==> config.mk <==
export PLATFORM = sky130hd
export DESIGN_NAME = dir_write_pipe
export DESIGN_NICKNAME = d
export VERILOG_FILES = /design/src/rtl/dir_write_pipe.sv
export SDC_FILE = /design/constraint.sdc
export NUM_CORES = 1
export LEC_CHECK = 0
export ABC_AREA = 1
export CORE_ASPECT_RATIO = 0.75
export CORE_MARGIN = 2
export CORE_UTILIZATION = 40
export CTS_CLUSTER_SIZE = 20
export DETAILED_ROUTE_END_ITERATION = 10
export PLACE_DENSITY = 0.79
export REMOVE_ABC_BUFFERS = 1
export SLEW_MARGIN = 10
export SYNTH_ARGS = -nofsm -noshare
export SYNTH_HDL_FRONTEND = slang
export SYNTH_SLANG_ARGS = --single-unit
==> constraint.sdc <==
create_clock -name clock -period 1.6 [get_ports clock]
set_input_delay 0.16 -clock clock [delete_from_list [all_inputs] [get_ports clock]]
set_output_delay 0.16 -clock clock [all_outputs]
set_load 0.1 [all_outputs]
==> src/rtl/dir_write_pipe.sv <==
// Directory write pipeline: DEPTH-stage elastic pipe with bubble collapse, flush,
// and a same-set hazard query that forwards the youngest matching in-flight entry.
module dir_write_pipe #(
  parameter int DEPTH   = 3,
  parameter int SET_W   = 7,
  parameter int WAY_W   = 4,
  parameter int STATE_W = 2,
  parameter int NCH     = 2
) (
  input  logic                         clock,
  input  logic                         reset,
  input  logic                         io_in_valid,
  output logic                         io_in_ready,
  input  logic [SET_W-1:0]             io_in_bits_set,
  input  logic [WAY_W-1:0]             io_in_bits_way,
  input  logic [NCH*STATE_W-1:0]       io_in_bits_data_state,
  output logic                         io_out_valid,
  input  logic                         io_out_ready,
  output logic [SET_W-1:0]             io_out_bits_set,
  output logic [WAY_W-1:0]             io_out_bits_way,
  output logic [NCH*STATE_W-1:0]       io_out_bits_data_state,
  input  logic                         io_flush,
  input  logic [SET_W-1:0]             io_query_set,
  output logic                         io_query_hit,
  output logic [WAY_W-1:0]             io_query_way,
  output logic [NCH*STATE_W-1:0]       io_query_state,
  output logic [$clog2(DEPTH+1)-1:0]   io_count
);

  localparam int SW    = NCH * STATE_W;
  localparam int CNT_W = $clog2(DEPTH + 1);

  logic [DEPTH-1:0] v;
  logic [DEPTH-1:0] adv;
  logic [DEPTH-1:0] rdy;
  logic [SET_W-1:0] set_q [DEPTH];
  logic [WAY_W-1:0] way_q [DEPTH];
  logic [SW-1:0]    st_q  [DEPTH];
  logic             in_fire;

  // A stage is ready when empty or when its own entry moves on, so bubbles collapse.
  always_comb begin
    adv = '0;
    rdy = '0;
    adv[DEPTH-1] = v[DEPTH-1] & io_out_ready;
    rdy[DEPTH-1] = ~v[DEPTH-1] | adv[DEPTH-1];
    for (int i = DEPTH - 2; i >= 0; i--) begin
      adv[i] = v[i] & rdy[i+1];
      rdy[i] = ~v[i] | adv[i];
    end
  end

  assign io_in_ready            = rdy[0] & ~io_flush;
  assign in_fire                = io_in_valid & io_in_ready;
  assign io_out_valid           = v[DEPTH-1] & ~io_flush;
  assign io_out_bits_set        = set_q[DEPTH-1];
  assign io_out_bits_way        = way_q[DEPTH-1];
  assign io_out_bits_data_state = st_q[DEPTH-1];

  always_ff @(posedge clock) begin
    if (reset || io_flush) begin
      v <= '0;
    end else begin
      v[0] <= in_fire | (v[0] & ~adv[0]);
      for (int i = 1; i < DEPTH; i++) begin
        v[i] <= adv[i-1] | (v[i] & ~adv[i]);
      end
    end
  end

  always_ff @(posedge clock) begin
    if (in_fire) begin
      set_q[0] <= io_in_bits_set;
      way_q[0] <= io_in_bits_way;
      st_q[0]  <= io_in_bits_data_state;
    end
    for (int i = 1; i < DEPTH; i++) begin
      if (adv[i-1]) begin
        set_q[i] <= set_q[i-1];
        way_q[i] <= way_q[i-1];
        st_q[i]  <= st_q[i-1];
      end
    end
  end

  // Scan oldest to youngest so the youngest match (input fire last) wins.
  always_comb begin
    io_query_hit   = 1'b0;
    io_query_way   = '0;
    io_query_state = '0;
    for (int i = DEPTH - 1; i >= 0; i--) begin
      if (v[i] && (set_q[i] == io_query_set)) begin
        io_query_hit   = 1'b1;
        io_query_way   = way_q[i];
        io_query_state = st_q[i];
      end
    end
    if (in_fire && (io_in_bits_set == io_query_set)) begin
      io_query_hit   = 1'b1;
      io_query_way   = io_in_bits_way;
      io_query_state = io_in_bits_data_state;
    end
  end

  always_comb begin
    io_count = '0;
    for (int i = 0; i < DEPTH; i++) begin
      io_count = io_count + CNT_W'(v[i]);
    end
  end

endmodule

=== Word-level counts from Yosys, hierarchy flattened ===
Memories as Yosys holds them, arrays and structs flattened.
Index checks and enable logic that the tools add are counted.

* Register bits after elaboration: 3
* Latch bits: 0
* Memory bits (writable): 45
* Bits in read-only memories: 0
* Input port bits: 27
* Output and inout port bits: 28
* Logic and storage cells: 55
* Memories: 3

* Add/sub/neg operators: 2
* $mul: 0
* Div/mod/pow operators: 0
* Order comparisons: 0
* Equality and inequality tests: 4
* Shifts and indexed selects: 0
* Mux-type cells: 18
* Bitwise gates (word level): 22
* Reduce and logical (&&, ||, !) cells: 5

{| class="wikitable"
|+ Memory list
! memory !! depth !! bits a word !! read ports !! clocked after memory_dff !! wr ports !! RTL line !! RTL
|-
| set_q || 3 || 7 || 3 || 0 || 3 || 36 || <nowiki>logic [SET_W-1:0] set_q [DEPTH];</nowiki>
|-
| st_q || 3 || 4 || 3 || 0 || 3 || 38 || <nowiki>logic [SW-1:0] st_q [DEPTH];</nowiki>
|-
| way_q || 3 || 4 || 3 || 0 || 3 || 37 || <nowiki>logic [WAY_W-1:0] way_q [DEPTH];</nowiki>
|}

{| class="wikitable"
|+ Operators by type and width
! operator !! count
|-
| $mux W4 || 8
|-
| $eq A7 B7 Y1 || 4
|-
| $mux W1 || 10
|-
| $and A1 B1 Y1 || 9
|-
| $not A1 Y1 || 7
|-
| $or A1 B1 Y1 || 6
|-
| $logic_and A1 B1 Y1 || 4
|-
| $add A1 B1 Y2 || 1
|-
| $add A2 B1 Y2 || 1
|-
| $logic_or A1 B1 Y1 || 1
|}

=== Longest topological paths before layout ===
* Depth after elaboration: 10
* Gate-level depth with buffers: 12
* Gate-level depth less buffers: 11

=== Worst setup path before layout ===
Ideal clock, no wire load.

* Kind: reg2out
* Start: register v[2]
* End: output io_query_state[0]
* Arrival time: 2,300 ps
* Required time: 1,440 ps
* Slack: -860 ps
* Stages on the path, launching flop included: 9
* Buffers on the path: 1
* Cell sequence: dfxtp_1 nand3_1 o21ai_2 nor2_2 nand3_2 buf_4 nand2_1 inv_1 a21oi_2

* Longest elaborated chain between the ends: 10
* Elaborated cells between the ends (all ways): 15
* Classes of those cells: mux: 4; bitwise: 9; reduce/logical: 2

{| class="wikitable"
|+ Ends and longest elaborated chain
! element !! RTL line !! RTL
|-
| from (decl) || 33 || <nowiki>logic [DEPTH-1:0] v;</nowiki>
|-
| from (signal, indexed assignment) || 66 || <nowiki>v[i] <= adv[i-1] | (v[i] & ~adv[i]);</nowiki>
|-
| $and A1 B1 Y1 or $not A1 Y1 (tied branches) || 45, 46 ||
|-
| $or A1 B1 Y1 * || 46 || <nowiki>rdy[DEPTH-1] = ~v[DEPTH-1] | adv[DEPTH-1];</nowiki>
|-
| $and A1 B1 Y1 * || 48 || <nowiki>adv[i] = v[i] & rdy[i+1];</nowiki>
|-
| $or A1 B1 Y1 * || 49 || <nowiki>rdy[i] = ~v[i] | adv[i];</nowiki>
|-
| $and A1 B1 Y1 * || 48 ||
|-
| $or A1 B1 Y1 * || 49 ||
|-
| $and A1 B1 Y1 * || 53 || <nowiki>assign io_in_ready = rdy[0] & ~io_flush;</nowiki>
|-
| $and A1 B1 Y1 * || 54 || <nowiki>assign in_fire = io_in_valid & io_in_ready;</nowiki>
|-
| net in_fire || 39 || <nowiki>logic in_fire;</nowiki>
|-
| $logic_and A1 B1 Y1 * || 98 || <nowiki>if (in_fire && (io_in_bits_set == io_query_set)) begin</nowiki>
|-
| $mux W4 * || 98 ||
|-
| to (decl) || 26 || <nowiki>output logic [NCH*STATE_W-1:0] io_query_state,</nowiki>
|}

The timed path passes the listed nets; every way through them passes the cells marked *.

==> flow_metrics.tcl <==
set metrics [dict create \
    status "finished with violations" \
    violations "setup timing" \
    start_kind "flip-flop" \
    cts-buffers-inserted 5 \
    num_rows 25 \
    ctsHtreeMaxLevel 2 \
    switching_share_pct 24.0 \
    p_leak_nw 1.80 \
    grt_max_degree 16 \
    pwr-share-seq_pct 53.5 \
    hold_start "io_in_bits_data_state[1]" \
    path_cells "nand2_1, nand2_1, nor2_2, nand3_2, nor2_4, nand3_1, nand2_1, nand2_1, nand2_2, buf_12" \
    hold_viol 0 \
    placed_area_um2 3640 \
    post-route-util_pct 64.1 \
    grt_pass1_vias 2121 \
    cts_root_buf "clkbuf_8" \
    timing.final.crit_share_pct 131 \
    grtUsageTotal_pct 17.8 \
    grt_pass1_wl_um 9990 \
    routedWlPerCell_um 14.4 \
    dp_hpwl_um 4830 \
    cpMostUsedCell "nand2_1" \
    cp_slowest_cell "edfxtp_1" \
    regToRegSetupSlack_ps 250 \
    drcViolationCount 0 \
    drive_gt1_share_pct 41.9 \
    ios 55 \
    final_antenna_net_count 0 \
    die_h_um 74.1 \
    power.density_nw_per_um2 658 \
    grt_setup_unrepaired "yes" \
    numPortBuffers 54 \
    initial_core_util_pct 41.5 \
    syn-mean-instance-area_um2 9.17 \
    fmax_ghz 0.477 \
    setup.worst_path.end "io_query_way[2]" \
    die_width_um 97.5 \
    synth.area.top_cells "edfxtp_1 (52%), nand2_1 (12%), inv_1 (5.0%), buf_4 (4.6%), nand3_1 (2.7%)" \
    hold_buffers 0 \
    clock_sinks 48 \
    nets 399 \
    setup_slack_ps -497 \
    dr.pass1.iters 4 \
    cp-end-kind "output pin" \
    p_sw_w 0.000639 \
    power_frac_clock_pct 33.1 \
    worstSetupStartpoint "set_q[0][15]" \
    r2r-end "way_q[0][1]" \
    grt_overflow 0 \
    viasPerCell 4.71 \
    finClkSkew_ps 3.43 \
    post-route-min-period_ps 2100 \
    setup_viol 10 \
    clockBufferDepth 2 \
    critPathMaxStageDelay_ps 440 \
    worstReg2RegStart "v[0]" \
    yosys_warnings 0 \
    num_vias 2133 \
    stdcell_area_um2 4050 \
    netlist_area_um2 2620 \
    worstMarginPinSlew_ps 349 \
    maxCapViolCount 0 \
    worst_ir_drop_vdd_v 0.000491 \
    ys_seq_area_share_pct 53.8 \
    synth-seq-cells 48 \
    cts_tree "built" \
    critPathKind "flip-flop to output pin" \
    clk-insertion-delay-late_ps 300 \
    yosysTopAreaCell "edfxtp_1" \
    r2r_cells 4 \
    slew_viol_final 0 \
    num-fill-cells 486 \
    die_area_um2 7230 \
    hold_class "input port to flip-flop" \
    p_int_w 0.00202 \
    crit_required_ps 1440 \
    drt_iter0_markers 132 \
    ys_types 30 \
    clkSlewWorstSetupHoldPaths_ps 90 \
    crit_arrival_ps 1940 \
    combPwrFrac_pct 13.4 \
    synth_top_area_share_pct 51.5 \
    place_congestion 0.888 \
    wl_um 6550 \
    area_growth_pct 54.3 \
    slew_headroom_pct 76.7 \
    antenna_found_initial 0 \
    total_power_w 0.00266 \
    cp_max_fo 7 \
    diodes 0 \
    coreArea_um2 6320 \
    syn_inst 286 \
]
power by group through the flow:
stage | combinational [W] | sequential, W | clock [W]
6_report | 0.000358 | 0.00142 | 0.000882
5_1_grt | 0.000383 | 0.00143 | 0.000943
4_1_cts | 0.000351 | 0.00143 | 0.000893
3_5_place_dp | 0.000328 | 0.00145 | 0
3_3_place_gp | 0.000321 | 0.00145 | 0
2_1_floorplan | 0.000146 | 0.00146 | 0
final cells by class:
class	instances	area, um^2	area share (%)
repair buffers	92	1130	28.0
multi-input cells	174	1090	27.0
flip-flops and latches	48	1420	35.1
clock inverters	3	42.5	1.05
well taps	81	101	2.50
inverters	50	190	4.70
clock buffers	5	68.8	1.70
through the flow:
stage | hold slack [ps] | std cells | setup TNS (ps) | setup WS (ps)
after floorplan | 259 | 269 | -9360 | -1080
after global placement | 428 | 433 | -5540 | -588
after detailed placement | 430 | 433 | -5430 | -593
after CTS | 433 | 448 | -3910 | -455
after global routing | 430 | 453 | -5240 | -618
final | 443 | 453 | -4300 | -497
worst max-delay path: cells and delay by family (launching register included):
| family | cells | cell delay (ps) |
|---|---|---|
| DFF | 1 | 440 |
| and+or+nand+nor | 9 | 1010 |
| buffers and inverters | 1 | 170 |
state kept, by name, indices dropped and copies added (netlist names):
name   count
set_q     21
st_q      12
way_q     12
v          3
timing repair:
action	4_1_cts	5_1_grt
gates cloned	3	0
resized for setup	57	11
buffers inserted	4	5
setup endpoints to repair	11	11
pin swaps	18	10
synthesized netlist by cell type:
cell	count
a21oi_1	11
a21oi_2	2
buf_4	16
buf_6	1
clkinv_1	1
dfxtp_1	3
edfxtp_1	45
fa_1	1
inv_1	35
inv_2	13
inv_4	1
nand2_1	87
nand2_2	6
nand2_4	2
nand2b_1	1
nand3_1	14
nand3_2	2
nand4_1	2
nor2_1	14
nor2_2	3
nor2_4	4
nor2_8	2
nor3_1	1
o21ai_0	6
o21ai_1	2
o21ai_2	1
o22ai_1	1
xnor2_1	7
xnor2_2	1
xor2_1	1
worst min path at each step:
stage / to / depth (start not counted)
6_report: st_q[0][1] / 1
5_1_grt: way_q[0][1] / 1
2_1_floorplan: set_q[0][0] / 0
3_3_place_gp: st_q[0][7] / 0
4_1_cts: st_q[0][2] / 1
3_5_place_dp: way_q[0][4] / 0
metal layers:
layer	global-route usage, %	routed length [um]
met5	0	0
met4	4.01	70
met3	4.70	437
met2	30.9	3310
met1	22.9	2730
layout by cell type, fill, tap and decap left out, types with 2 or more instances in the layout:
master	Yosys	layout
clkbuf_8	0	5
nor2_4	4	7
edfxtp_1	45	45
buf_6	1	3
nor2_1	14	6
dfxtp_4	0	2
nand3_4	0	2
nand2_2	6	19
xnor2_1	7	6
buf_4	16	33
inv_1	35	33
a21oi_1	11	10
nand3_1	14	9
buf_12	0	30
nand2_1	87	72
a21oi_4	0	2
dlygate4sd2_1	0	7
nand2_4	2	4
o21ai_2	1	5
nor2_2	3	10
o21ai_1	2	4
nand3_2	2	6
clkdlybuf4s50_1	0	19
nor2_8	2	2
inv_2	13	15
nand4_1	2	2
xnor2_2	1	2
cells by family (layout without fill, tap and decap cells):
group | after synthesis | in the layout | synth area share, %
xor gates and xnor gates | 9 | 9 | 3.29
adders and majority gates | 1 | 1 | 0.763
and+or+nand+nor | 138 | 141 | 25.0
AOI/OAI and AO/OA | 23 | 23 | 4.86
DFF | 48 | 48 | 53.8
buffers and inverters | 67 | 150 | 12.3
No activity file was read; power rests on OpenSTA's default activity.
